### src/rtl/instruction_decode_stage_if.sv
// Bus bundle for instruction_decode_stage: instruction input handshake and
// decoded-field output handshake.
//
// Handshake rule for both channels: a transfer happens on a rising clock edge
// where valid and ready are both 1. A source that raises valid keeps valid and
// its payload stable until that transfer. Ready is allowed to depend only on
// registered state of the sink.
interface instruction_decode_stage_if #(
    parameter int GROUP_W = 3,
    parameter int CMD_W   = 3,
    parameter int ARG_W   = 8,
    parameter int ADDR_W  = 8,
    parameter int INSTR_W = 32
);
    logic               in_valid;
    logic               in_ready;
    logic [INSTR_W-1:0] in_instr;
    logic               out_valid;
    logic               out_ready;
    logic [GROUP_W-1:0] command_group;
    logic [CMD_W-1:0]   command;
    logic [ARG_W-1:0]   arg1;
    logic [ARG_W-1:0]   arg2;
    logic [ADDR_W-1:0]  address;
    logic               out_illegal;

    // Decode stage side.
    modport slave (
        input  in_valid, in_instr, out_ready,
        output in_ready, out_valid, command_group, command, arg1, arg2,
               address, out_illegal
    );

    // Fetch / control-unit side.
    modport master (
        output in_valid, in_instr, out_ready,
        input  in_ready, out_valid, command_group, command, arg1, arg2,
               address, out_illegal
    );
endinterface

### src/rtl/instruction_decode_stage.sv
// Registered instruction decode stage. Splits an instruction word into
// command_group | command | pad0 | arg1 | pad1 | arg2 | address, holding the
// word in an output register (M) backed by a one-entry skid register (S) so
// in_ready never depends combinationally on out_ready.
// Optional macro DECODE_ILLEGAL_CHECK_EN: when defined, out_illegal flags a set
// pad bit or an all-ones command_group; otherwise out_illegal is tied 0.
module instruction_decode_stage #(
    parameter int GROUP_W = 3,
    parameter int CMD_W   = 3,
    parameter int ARG_W   = 8,
    parameter int ADDR_W  = 8,
    parameter int INSTR_W = 32,
    parameter int CNT_W   = 16
) (
    input  logic                     clk,
    input  logic                     reset_n,
    input  logic                     flush,
    instruction_decode_stage_if.slave bus,
    output logic [CNT_W-1:0]         decode_count
);
    localparam int PAD0 = INSTR_W - GROUP_W - CMD_W - 1;
    localparam int PAD1 = ARG_W + ADDR_W;

    generate
        if (INSTR_W != GROUP_W + CMD_W + 2 * ARG_W + ADDR_W + 2) begin : g_bad_width
            $error("instruction_decode_stage: INSTR_W does not match field widths");
        end
    endgenerate

    logic [INSTR_W-1:0] m_word, m_word_d;
    logic [INSTR_W-1:0] s_word, s_word_d;
    logic               m_valid, m_valid_d;
    logic               s_valid, s_valid_d;
    logic               in_fire, out_fire;

    assign bus.in_ready  = !s_valid;
    assign bus.out_valid = m_valid;
    assign in_fire  = bus.in_valid & !s_valid;
    assign out_fire = m_valid & bus.out_ready;

    // Next-state of the M/S pair; flush wins, then drain S into M on completion.
    always_comb begin
        m_word_d  = m_word;
        m_valid_d = m_valid;
        s_word_d  = s_word;
        s_valid_d = s_valid;
        if (flush) begin
            m_valid_d = 1'b0;
            s_valid_d = 1'b0;
        end else if (out_fire) begin
            if (s_valid) begin
                m_word_d  = s_word;
                s_valid_d = 1'b0;
            end else if (in_fire) begin
                m_word_d  = bus.in_instr;
            end else begin
                m_valid_d = 1'b0;
            end
        end else if (!m_valid) begin
            if (in_fire) begin
                m_word_d  = bus.in_instr;
                m_valid_d = 1'b1;
            end
        end else if (in_fire) begin
            s_word_d  = bus.in_instr;
            s_valid_d = 1'b1;
        end
    end

    // Storage registers; words are kept when invalid so fields hold their last value.
    always_ff @(posedge clk or negedge reset_n) begin
        if (!reset_n) begin
            m_word  <= '0;
            m_valid <= 1'b0;
            s_word  <= '0;
            s_valid <= 1'b0;
        end else begin
            m_word  <= m_word_d;
            m_valid <= m_valid_d;
            s_word  <= s_word_d;
            s_valid <= s_valid_d;
        end
    end

    // Retired-decode counter; counts output completions even in a flush cycle.
    always_ff @(posedge clk or negedge reset_n) begin
        if (!reset_n) begin
            decode_count <= '0;
        end else if (out_fire) begin
            decode_count <= decode_count + CNT_W'(1);
        end
    end

    assign bus.command_group = m_word[INSTR_W-1 -: GROUP_W];
    assign bus.command       = m_word[INSTR_W-GROUP_W-1 -: CMD_W];
    assign bus.arg1          = m_word[PAD0-1 -: ARG_W];
    assign bus.arg2          = m_word[PAD1-1 -: ARG_W];
    assign bus.address       = m_word[ADDR_W-1:0];

`ifdef DECODE_ILLEGAL_CHECK_EN
    logic m_illegal;

    function automatic logic is_illegal(input logic [INSTR_W-1:0] w);
        return w[PAD0] | w[PAD1] | (&w[INSTR_W-1 -: GROUP_W]);
    endfunction

    // Advisory flag registered with M; forced low whenever M becomes empty.
    always_ff @(posedge clk or negedge reset_n) begin
        if (!reset_n) begin
            m_illegal <= 1'b0;
        end else begin
            m_illegal <= m_valid_d & is_illegal(m_word_d);
        end
    end

    assign bus.out_illegal = m_illegal;
`else
    logic unused_pads;
    assign unused_pads     = m_word[PAD0] ^ m_word[PAD1];
    assign bus.out_illegal = 1'b0;
`endif
endmodule

### src/flat_wrapper.sv
// flat-port wrapper written by rule: the top's interface ports become plain ports
module instruction_decode_stage_flat 
#(
    parameter int GROUP_W = 3,
    parameter int CMD_W   = 3,
    parameter int ARG_W   = 8,
    parameter int ADDR_W  = 8,
    parameter int INSTR_W = 32,
    parameter int CNT_W   = 16
)
  (clk, reset_n, flush, decode_count, bus_in_valid, bus_in_instr, bus_out_ready, bus_in_ready, bus_out_valid, bus_command_group, bus_command, bus_arg1, bus_arg2, bus_address, bus_out_illegal);
  instruction_decode_stage_if #(.GROUP_W(GROUP_W), .CMD_W(CMD_W), .ARG_W(ARG_W), .ADDR_W(ADDR_W), .INSTR_W(INSTR_W)) bus_i ();
  input  logic clk;
  input  logic reset_n;
  input  logic flush;
  output logic [CNT_W-1:0] decode_count;
  input wire logic [$bits(bus_i.in_valid)-1:0] bus_in_valid;
  input wire logic [$bits(bus_i.in_instr)-1:0] bus_in_instr;
  input wire logic [$bits(bus_i.out_ready)-1:0] bus_out_ready;
  output wire logic [$bits(bus_i.in_ready)-1:0] bus_in_ready;
  output wire logic [$bits(bus_i.out_valid)-1:0] bus_out_valid;
  output wire logic [$bits(bus_i.command_group)-1:0] bus_command_group;
  output wire logic [$bits(bus_i.command)-1:0] bus_command;
  output wire logic [$bits(bus_i.arg1)-1:0] bus_arg1;
  output wire logic [$bits(bus_i.arg2)-1:0] bus_arg2;
  output wire logic [$bits(bus_i.address)-1:0] bus_address;
  output wire logic [$bits(bus_i.out_illegal)-1:0] bus_out_illegal;
  assign bus_i.in_valid = bus_in_valid;
  assign bus_i.in_instr = bus_in_instr;
  assign bus_i.out_ready = bus_out_ready;
  assign bus_in_ready = bus_i.in_ready;
  assign bus_out_valid = bus_i.out_valid;
  assign bus_command_group = bus_i.command_group;
  assign bus_command = bus_i.command;
  assign bus_arg1 = bus_i.arg1;
  assign bus_arg2 = bus_i.arg2;
  assign bus_address = bus_i.address;
  assign bus_out_illegal = bus_i.out_illegal;
  instruction_decode_stage #(.GROUP_W(GROUP_W), .CMD_W(CMD_W), .ARG_W(ARG_W), .ADDR_W(ADDR_W), .INSTR_W(INSTR_W), .CNT_W(CNT_W)) u_core (.clk(clk), .reset_n(reset_n), .flush(flush), .bus(bus_i), .decode_count(decode_count));
endmodule
### config.mk
export PLATFORM = sky130hd
export DESIGN_NAME = instruction_decode_stage_flat
export DESIGN_NICKNAME = d
export VERILOG_FILES = /design/src/rtl/instruction_decode_stage_if.sv /design/src/rtl/instruction_decode_stage.sv /design/src/flat_wrapper.sv
export SDC_FILE = /design/constraint.sdc
export NUM_CORES = 1
export LEC_CHECK = 0
export BUFFER_PORTS_ARGS = -buffer_cell sky130_fd_sc_hd__buf_4
export CAP_MARGIN = 20
export CORE_MARGIN = 3
export CORE_UTILIZATION = 53
export CTS_CLUSTER_DIAMETER = 30
export DETAILED_ROUTE_END_ITERATION = 10
export PLACE_DENSITY_LB_ADDON = 0.25
export SLEW_MARGIN = 20
export SYNTH_ARGS = -nofsm -noshare
export SYNTH_HDL_FRONTEND = slang
export SYNTH_SLANG_ARGS = --single-unit
### constraint.sdc
create_clock -name clk -period 1.85 [get_ports clk]
set_input_delay 0.185 -clock clk [delete_from_list [all_inputs] [get_ports clk]]
set_output_delay 0.185 -clock clk [all_outputs]
set_load 0.01 [all_outputs]
==> results of run 1 <==
## layout make-up
type	instances	area share, %
multi-input cells	148	31.7
repair buffers	94	16.5
well taps	75	2.15
flip-flops and latches	78	44.7
clock buffers	10	2.92
clock inverters	5	1.72
inverters	3	0.258
## cell families (layout without fill, tap and decap cells)
| kind of cell | Yosys count | after routing |
|---|---|---|
| AO/OA/AOI/OAI | 65 | 65 |
| XOR/XNOR | 15 | 15 |
| adder cells (fa/ha/maj) | 1 | 1 |
| buffers and inverters | 20 | 112 |
| flip-flops | 78 | 78 |
| multiplexers | 30 | 30 |
| other | 1 | 1 |
| AND/OR/NAND/NOR | 36 | 36 |
## final timing paths
kind	cells after the start	endpoint
min in group asynchronous	2	u_core.m_word[11]
worst min-delay path	2	u_core.bus.out_valid
max in group asynchronous	3	u_core.m_word[27]
worst max-delay path	5	u_core.m_word[19]
worst max register to register	5	u_core.m_word[19]
worst min register to register	1	u_core.decode_count[15]
## per-stage QoR
step / setup slack [ps] / power (mW) / std cells
6_report: 183 / 4.70 / 413
5_1_grt: 49.1 / 4.94 / 413
4_1_cts: 161 / 4.75 / 413
3_5_place_dp: 179 / 3.41 / 397
3_3_place_gp: 235 / 3.35 / 397
2_1_floorplan: 324 / 2.90 / 246
## placed cells by master, fill, tap and decap left out, types with 5 or more instances in the layout
master     instances
nand2_1            9
nor2_1             5
buf_4             92
a2bb2oi_2         30
xor2_1             7
mux2_1            30
dfrtp_1           78
o22ai_1           30
clkbuf_8           9
nand3_1            5
xnor2_1            8
## flip-flops by register name, indices dropped and copies added (netlist names)
signal,count
u_core.m_word,30
u_core.s_word,30
u_core.decode_count,16
u_core.bus.out_valid,1
u_core.s_valid,1
## where the power goes
group          internal, mW  total (mW)  leakage, nW  switching, mW
Sequential             2.06        2.32        0.937          0.265
Clock                 0.746        1.33        0.106          0.587
Combinational         0.627        1.04        0.949          0.418
## routing by layer
layer	track usage [%]	up-vias	share of wire, %
met5	0	-	0
met4	8.50	0	1.0
met3	4.56	9	5.3
met2	35.4	60	50
met1	26.7	1179	43
li1	-	1091	-
==> qor.csv, run 1 <==
metric;value;unit
status;finished clean;
Synth Area in Compound Gates;19.5;%
flip-flop and latch area;1950;µm²
Detailed Route WL;7.22;mm
Initial Utilization;56.2;%
Die Span Y;86.4;µm
drt wl/cell;17.5;µm
Yosys top cell by area;dfrtp_1;
CTS tree;yes;
Max IR drop VDD;676;µV
largest family of logic cells by synthesized area;compound AO/OA/AOI/OAI gates;
first-pass GRT wire length;12.2;mm
Top FF cell, synth;dfrtp_1;
I/O pin cnt;86;
CORE AREA;6100;µm²
Post-synth ARST share;100;%
Max FO, Critical Path;20;
crit-path max cell delay;500;ps
Ant. Diodes;0;
setup tns final;0;ps
worst endpoint required time;2120;ps
crit path launch;u_core.bus.out_valid;
RSZ-0062 raised after global routing;no;
critical path class;reg2reg;
sequential area share after synthesis;56.9;%
Worst Tran Pin Value;507;ps
crit path buf inv count;1;
share of cells above drive strength 1;42.9;%
largest net degree at the start of global routing;38;
via count;2339;
post-synthesis cell count;246;
GRT Total Usage;21.1;%
fin crit share;90.1;%
nets;372;
Yosys top cell area share;56.9;%
die area;7470;µm²
GR Overflow Total;0;
PD cells;1080;nW/µm²
fin util;71.6;%
clk buf depth;2;
initial antenna violation count;0;
Post CTS Setup Buffer Count;0;
ANT nets after route;0;
Setup crit end kind;register;
number of flops mapped to enable cells by yosys;0;
final hold slack;63.7;ps
Slew Viols, Final;0;
Worst path slowest cell;dfrtp_1;
Final Hold Viols;0;
worst skew pair latency;340;ps
Final min period;1670;ps
post-synthesis xor/xnor area fraction;3.83;%
Final Skew;7.91;ps
clock sinks;78;
Reg clk slew, reported paths;80;ps
critical path's top delay family;flip-flops;
worst-path cell chain;and2_1 -> nand2_2 -> a21boi_4 -> buf_4 -> a2bb2oi_2;
Post-Syn Nets;284;
worst flop-to-flop path startpoint;u_core.bus.out_valid;
# DRC;0;
FF-to-FF setup slack;180;ps
DP Wirelength;4.96;mm
placed inst area;4150;µm²
Clock Tree Root;clkbuf_8;
Leak;1.99;nW
DIE WIDTH;86.4;µm
Min-Delay Path Class;in2reg;
Synthesis Warnings;0;
htree depth;3;
DRT iter0 DRCs;60;
Synth Area per Inst;13.9;µm²
Synth area leaders;dfrtp_1, a2bb2oi_2, mux2_1;
# setup viols final;0;
FMAX;600;MHz
PortBufs;82;
CTS Hold Bufs;1;
post-synthesis cell area;3430;µm²
top-count cell post-synth;dfrtp_1;
max cap viols;0;
slew margin rel.;66.2;%
commonest cells in the netlist;dfrtp_1, a2bb2oi_2, mux2_1, o22ai_1, nand2_1;
post-synthesis cell type count;30;
simple-gate share of the synthesized area;5.88;%
Pre-Repair DR Iteration Count;4;
Design Area, Final;4360;µm²
via-per-instance ratio;5.66;
post_cts resized;0;
Multi-input gate area;1380;µm²
Seq cells post-synth;78;
fillers;426;
min-delay src;flush;
WP data arrival;1930;ps
Synth Area in Adders;0.365;%
RD Place Congestion;0.771;
Row Count;28;
mux cell area share after synthesis;9.85;%
total CTS buffers;9;
Area growth syn-to-layout;27.3;%
startpoint types;register;
vias in the first global route;2468;
Note: power is estimated with default switching activity, not from simulation.
==> inputs of run 2 (changes only) <==
--- a/config.mk
+++ b/config.mk
@@ -5,13 +5,15 @@
 export SDC_FILE = /design/constraint.sdc
 export NUM_CORES = 1
 export LEC_CHECK = 0
+export ABC_AREA = 1
 export BUFFER_PORTS_ARGS = -buffer_cell sky130_fd_sc_hd__buf_4
 export CAP_MARGIN = 20
 export CORE_MARGIN = 3
-export CORE_UTILIZATION = 53
+export CORE_UTILIZATION = 54
 export CTS_CLUSTER_DIAMETER = 30
 export DETAILED_ROUTE_END_ITERATION = 10
 export PLACE_DENSITY_LB_ADDON = 0.25
+export SKIP_LAST_GASP = 1
 export SLEW_MARGIN = 20
 export SYNTH_ARGS = -nofsm -noshare
 export SYNTH_HDL_FRONTEND = slang
==> run 2 against run 1 <==
Effect of this change:
- core utilization grew 0.63 points
- critical path type unchanged
- sequential power shrank 3%
- largest power group unchanged
- worst hold slack lost 6.2 ps
- largest cell class unchanged
- clock power grew 7%
==> qor.csv, run 2 <==
metric;value;unit;change
# DRC;0;;unchanged
drt wl/cell;12.0;µm;-32%
Ant. Diodes;0;;unchanged
clk buf depth;2;;unchanged
Min-Delay Path Class;in2reg;;
Final Hold Viols;0;;unchanged
Int Pwr;3.35;mW;-2.2%
Seq cells post-synth;78;;unchanged
Clock Tree Root;clkbuf_8;;
Synth area leaders;dfrtp_1, nand2_1, inv_1;;
nets;620;;+67%
ANT nets after route;0;;unchanged
GR Overflow Total;0;;unchanged
Yosys top cell by area;dfrtp_1;;
most frequent cells in the layout;nand2_1, inv_1, buf_4;;
status;finished clean;;
Reg clk slew, reported paths;70;ps;about the same
GRT Total Usage;21.9;%;+0.73 points
PD cells;992;nW/µm²;-7.9%
setup tns final;0;ps;unchanged
largest net degree at the start of global routing;54;;+42%
max cap viols;0;;unchanged
dpl ws;353;ps;+174 ps
Detailed Route WL;8.13;mm;+13%
smallest setup slack after layout;337;ps;+154 ps
worst endpoint required time;2060;ps;-60 ps
Top Registers;u_core.m_word (30), u_core.s_word (30), u_core.decode_count (16);;
FMAX;661;MHz;+10%
Initial Utilization;57.3;%;+1.1 points
clock power share;30.3;%;+1.9 points
Area growth syn-to-layout;26.0;%;
switching power;1.35;mW;+6.4%
Comb power frac;22.0;%;-0.2 points
htree depth;3;;unchanged
die area;8010;µm²;+7.2%
Synthesis Warnings;0;;unchanged
DR WL met3;486;µm;+26%
post-placement cell count;663;;+67%
post-synthesis cell type count;25;;-17%
Setup crit end kind;register;;
switching share of total power;28.7;%;+1.7 points
Yosys top cell area share;51.8;%;-5.1 points
commonest cells in the netlist;nand2_1, inv_1, dfrtp_1;;
Final min period;1510;ps;-154 ps
vias in the first global route;3064;;+24%
FF-to-FF setup slack;340;ps;+150 ps
# setup viols final;0;;unchanged
Pre-Repair DR Iteration Count;4;;unchanged
top-count cell post-synth;nand2_1;;
top sig layer;met4;;
M1 wire length;3.50;mm;+12%
post-synthesis cell count;497;;+100%
critical path class;reg2reg;;
sequential area share after synthesis;51.8;%;-5.1 points
WL met2;4.00;mm;+9.8%
number of flops mapped to enable cells by yosys;0;;unchanged
CORE AREA;6570;µm²;+7.7%
clock sinks;78;;unchanged
most common cell after layout, fill and taps aside;nand2_1;;
fin crit share;81.8;%;-8.3 points
Row Count;29;;+3.6%
Post-Syn Nets;535;;+88%
RSZ-0062 raised after global routing;no;;
DRT iter0 DRCs;215;;+260%
Top FF cell, synth;dfrtp_1;;
first-pass GRT wire length;13.5;mm;+11%
Final Skew;10.2;ps;+2.24 ps
Post CTS Setup Buffer Count;0;;unchanged
worst skew pair latency;340;ps;about the same
CTS tree;yes;;
DP Wirelength;5.70;mm;+15%
Max FO, Critical Path;53;;+170%
total CTS buffers;9;;unchanged
via count;3259;;+39%
PortBufs;82;;unchanged
Sequential Power Share;47.7;%;-1.7 points
I/O pin cnt;86;;unchanged
Max IR drop VDD;576;µV;-15%
DIE WIDTH;89.5;µm;+3.6%
Cell Count, Final, Fillers Out;679;;+64%
Slew Viols, Final;0;;unchanged
startpoint types;register;;
Leak;2.65;nW;+33%
Die Span Y;89.5;µm;+3.6%
share of cells above drive strength 1;20.3;%;-23 points
WP data arrival;1730;ps;-200 ps
initial antenna violation count;0;;unchanged
Post-synth ARST share;100;%;unchanged
via-per-instance ratio;4.80;;-15%
Synth Area per Inst;7.58;µm²;-46%
RD Place Congestion;0.799;;+3.6%
post-synthesis cell area;3760;µm²;+9.8%
[run 2: cell count changes after synthesis, sizes merged, moves of 3 or more]
cell | before | now
nor3 | 3 | 21
nand3 | 5 | 10
inv | 3 | 106
nand2 | 11 | 134
a21oi | 3 | 11
nor2 | 5 | 46
a2bb2oi | 30 | 0
o22ai | 30 | 0
xnor2 | 8 | 3
buf | 11 | 14
mux2 | 30 | 0
o21ai | 1 | 52
[run 2: area by class of cell]
| cell class | instances | area [µm²] |
|---|---|---|
| sequential | 78 | 1950 |
| fill | 525 | 1820 |
| multi-input combinational | 292 | 1310 |
| timing repair buffer | 95 | 741 |
| inverter | 106 | 398 |
| clock buffer | 12 | 155 |
| tap | 93 | 116 |
| clock inverter | 3 | 67.6 |
[run 2: worst max-delay path, stage by stage, from the launching register on]
cell,delay (ps)
dfrtp_1,370
inv_2,190
nand2_1,140
inv_2,90
nand3_2,180
buf_12,250
nand2_1,70
o21ai_0,80
[run 2: metrics by stage]
stage / util [%] / hold WS [ps] / total power, mW / area [µm²]
floorplan: - / -111 / 2.80 / 3760
detailed placement: 68.7 / 178 / 3.32 / 4510
global route: 72.2 / 49.4 / 5.00 / 4740
finish: 72.2 / 57.5 / 4.71 / 4740
global placement: 68.7 / 170 / 3.27 / 4510
CTS: 72.2 / 45.7 / 4.75 / 4740
[run 2: final timing paths]
kind,from,to,depth (start not counted)
max in group asynchronous,reset_n,u_core.s_word[24],3
hold / removal,flush,u_core.s_valid,2
min in group asynchronous,reset_n,u_core.m_word[12],2
setup / recovery,u_core.s_valid,u_core.s_word[21],7
setup reg to reg,u_core.s_valid,u_core.s_word[21],7
hold reg to reg,u_core.s_word[28],u_core.s_word[28],2
[run 2: power groups by stage]
stage	registers, mW	clock network [mW]	logic (mW)
6_report	2.25	1.42	1.04
5_1_grt	2.29	1.53	1.18
4_1_cts	2.25	1.46	1.05
3_5_place_dp	2.28	0	1.04
3_3_place_gp	2.26	0	1.01
2_1_floorplan	2.32	0	0.480
[run 2: cells by family (layout without fill, tap and decap cells)]
logic type,after synthesis,count (layout),synth area share (%)
adder cells (fa/ha/maj),1,1,0.332
AO/OA/AOI/OAI,64,64,8.57
other,1,1,0.0996
AND/OR/NAND/NOR,217,217,23.6
XOR/XNOR,9,9,2.09
flip-flops,78,78,51.8
buffers and inverters,127,216,13.4
[run 2: what timing repair did]
item,CTS,global route
hold buffers,1,0
hold endpoints to repair,35,0
resized for setup,0,0
[run 2: routing by layer]
metal,vias to the layer above,GRT usage (%)
met1,1496,26.2
met5,-,0
met2,92,37.7
met3,16,4.70
met4,0,9.74
li1,1655,-
==> inputs of run 3 (changes only) <==
==> constraint.sdc (replaced) <==
create_clock -name clk -period 1.5 [get_ports clk]
set_input_delay 0.15 -clock clk [delete_from_list [all_inputs] [get_ports clk]]
set_output_delay 0.15 -clock clk [all_outputs]
set_load 0.01 [all_outputs]
==> run 3 against run 2 <==
Effect of this change:
- combinational power is 25% higher
- non-clock buffer count grew 6
- largest power group unchanged
- total power is 19% higher
- sequential power increased by 23%
- clock power up 7%
- critical path depth is the same
- critical endpoint is now u_core.m_word[0]
- highest routed layer unchanged
- core utilization about the same
- clock skew decreased by 2.4 ps
==> qor.csv, run 3 (same netlist as run 2, synthesis figures left out) <==
metric;value;unit;change
Clock Tree Root;clkbuf_8;;
drt wl/cell;12.1;µm;+0.96%
Pre-Repair DR Iteration Count;4;;unchanged
most frequent cells in the layout;nand2_1, inv_1, buf_4;;
RSZ-0062 raised after global routing;yes;;
CORE AREA;6570;µm²;unchanged
Setup crit end kind;register;;
placed inst area;4540;µm²;+0.55%
PD cells;1180;nW/µm²;+19%
DIE WIDTH;89.5;µm;unchanged
DRT iter0 DRCs;179;;-17%
WP data arrival;1610;ps;-120 ps
critical path class;reg2reg;;
Max IR drop VDD;742;µV;+29%
Die Span Y;89.5;µm;unchanged
Detailed Route WL;8.28;mm;+1.9%
most used cell along the critical path;nand2_1;;
Slew Viols, Final;0;;unchanged
largest net degree at the start of global routing;79;;+46%
Leak;2.65;nW;about the same
crit-path max cell delay;440;ps;+70 ps
busiest layer in global routing;met2;;
Area growth syn-to-layout;26.0;%;about the same
met2 usage;37.7;%;unchanged
# DRC;0;;unchanged
via count;3275;;+0.49%
Min-Delay Path Class;in2reg;;
Initial Utilization;57.3;%;unchanged
FMAX;727;MHz;+10%
GR Overflow Total;0;;unchanged
critical path's top delay family;flip-flops;;
clk buf depth;2;;unchanged
setup tns final;0;ps;unchanged
Top Registers;u_core.m_word (30), u_core.s_word (30), u_core.decode_count (16);;
nets;626;;+0.97%
Worst path slowest cell;dfrtp_2;;
Final Skew;7.79;ps;-2.36 ps
crit path buf inv count;2;;-1
worst-path cell chain;nand2_2 -> nor2_2 -> o21ai_2 -> buf_4 -> nand2_1 -> nand2_1 -> inv_1;;
initial antenna violation count;0;;unchanged
# setup viols final;0;;unchanged
clock sinks;78;;unchanged
Reg clk slew, reported paths;70;ps;about the same
worst endpoint required time;1730;ps;-330 ps
worst skew pair latency;340;ps;about the same
PortBufs;82;;unchanged
htree depth;3;;unchanged
RD Place Congestion;0.821;;+2.8%
CTS tree;yes;;
M1 GR Usage;27.5;%;+1.3 points
fin crit share;91.7;%;+9.9 points
Tot Pwr;5.59;mW;+19%
total CTS buffers;9;;unchanged
Cell Count, Final, Fillers Out;685;;+0.88%
I/O pin cnt;86;;unchanged
Final min period;1380;ps;-137 ps
share of cells above drive strength 1;20.8;%;+0.47 points
GRT Total Usage;22.0;%;+0.17 points
Row Count;29;;unchanged
post-placement cell count;668;;+0.75%
Design Area, Final;4740;µm²;about the same
GR met3 Demand/Resource;4.88;%;+0.18 points
Max FO, Critical Path;10;;-81%
die area;8010;µm²;unchanged
Final Hold Viols;0;;unchanged
first-pass GRT wire length;13.6;mm;+0.92%
startpoint types;register;;
Ant. Diodes;0;;unchanged
vias in the first global route;3080;;+0.52%
via-per-instance ratio;4.78;;-0.39%
most common cell after layout, fill and taps aside;nand2_1;;
status;finished clean;;
max cap viols;0;;unchanged
DP Wirelength;5.87;mm;+3.0%
ANT nets after route;0;;unchanged
run 3: cell count changes in the layout (fill, tap and decap cells not counted):
cell | before | now
buf_4 | 92 | 99
clkbuf_1 | 1 | 4
dfrtp_2 | 0 | 1
buf_12 | 2 | 1
nor2_2 | 4 | 3
clkbuf_8 | 11 | 10
clkinvlp_4 | 1 | 0
nor2_4 | 0 | 1
dfrtp_1 | 78 | 77
bufinv_16 | 2 | 1
run 3: what timing repair did:
| action | CTS | global route |
|---|---|---|
| hold buffers | 1 | 0 |
| buffers inserted | 0 | 1 |
| setup endpoints to repair | 0 | 9 |
| gates resized for setup | 0 | 2 |
| hold endpoints to repair | 78 | 0 |
run 3: worst paths after layout:
check                                        to  slack (ps)  cells past startpoint                 start
min in group asynchronous     u_core.m_word[13]         360                      3               reset_n
setup / recovery               u_core.m_word[0]         120                      7  u_core.bus.out_valid
max in group asynchronous  u_core.bus.out_valid         780                      3               reset_n
hold reg to reg               u_core.s_word[28]         490                      2     u_core.s_word[28]
hold / removal                   u_core.s_valid          30                      2                 flush
setup reg to reg               u_core.m_word[0]         120                      7  u_core.bus.out_valid
run 3: power by group:
part	total, mW	switching, mW	leakage [nW]	internal, mW
Clock	1.52	0.710	0.0908	0.811
Sequential	2.77	0.255	0.908	2.52
Combinational	1.30	0.691	1.65	0.610
run 3: through the flow:
stage,hold WS [ps],setup slack (ps),util (%)
global route,21.1,-1.84,72.2
detailed placement,206,102,69.1
global placement,210,150,69.1
floorplan,-146,246,-
CTS,13.5,93.6,72.0
finish,26.7,125,72.2
run 3: area by class of cell:
| type | instances | area, µm² |
|---|---|---|
| Clock buffer | 14 | 153 |
| Clock inverter | 1 | 30.0 |
| Fill cell | 538 | 1830 |
| Inverter | 106 | 398 |
| Multi-Input combinational cell | 292 | 1320 |
| Sequential cell | 78 | 1950 |
| Tap cell | 93 | 116 |
| Timing Repair Buffer | 101 | 773 |
run 3: layer usage:
layer  wire length [µm]  part of all wire (%)
met5                  0                     0
met4                105                   1.3
met3                445                   5.4
met2               4100                    49
met1               3630                    44
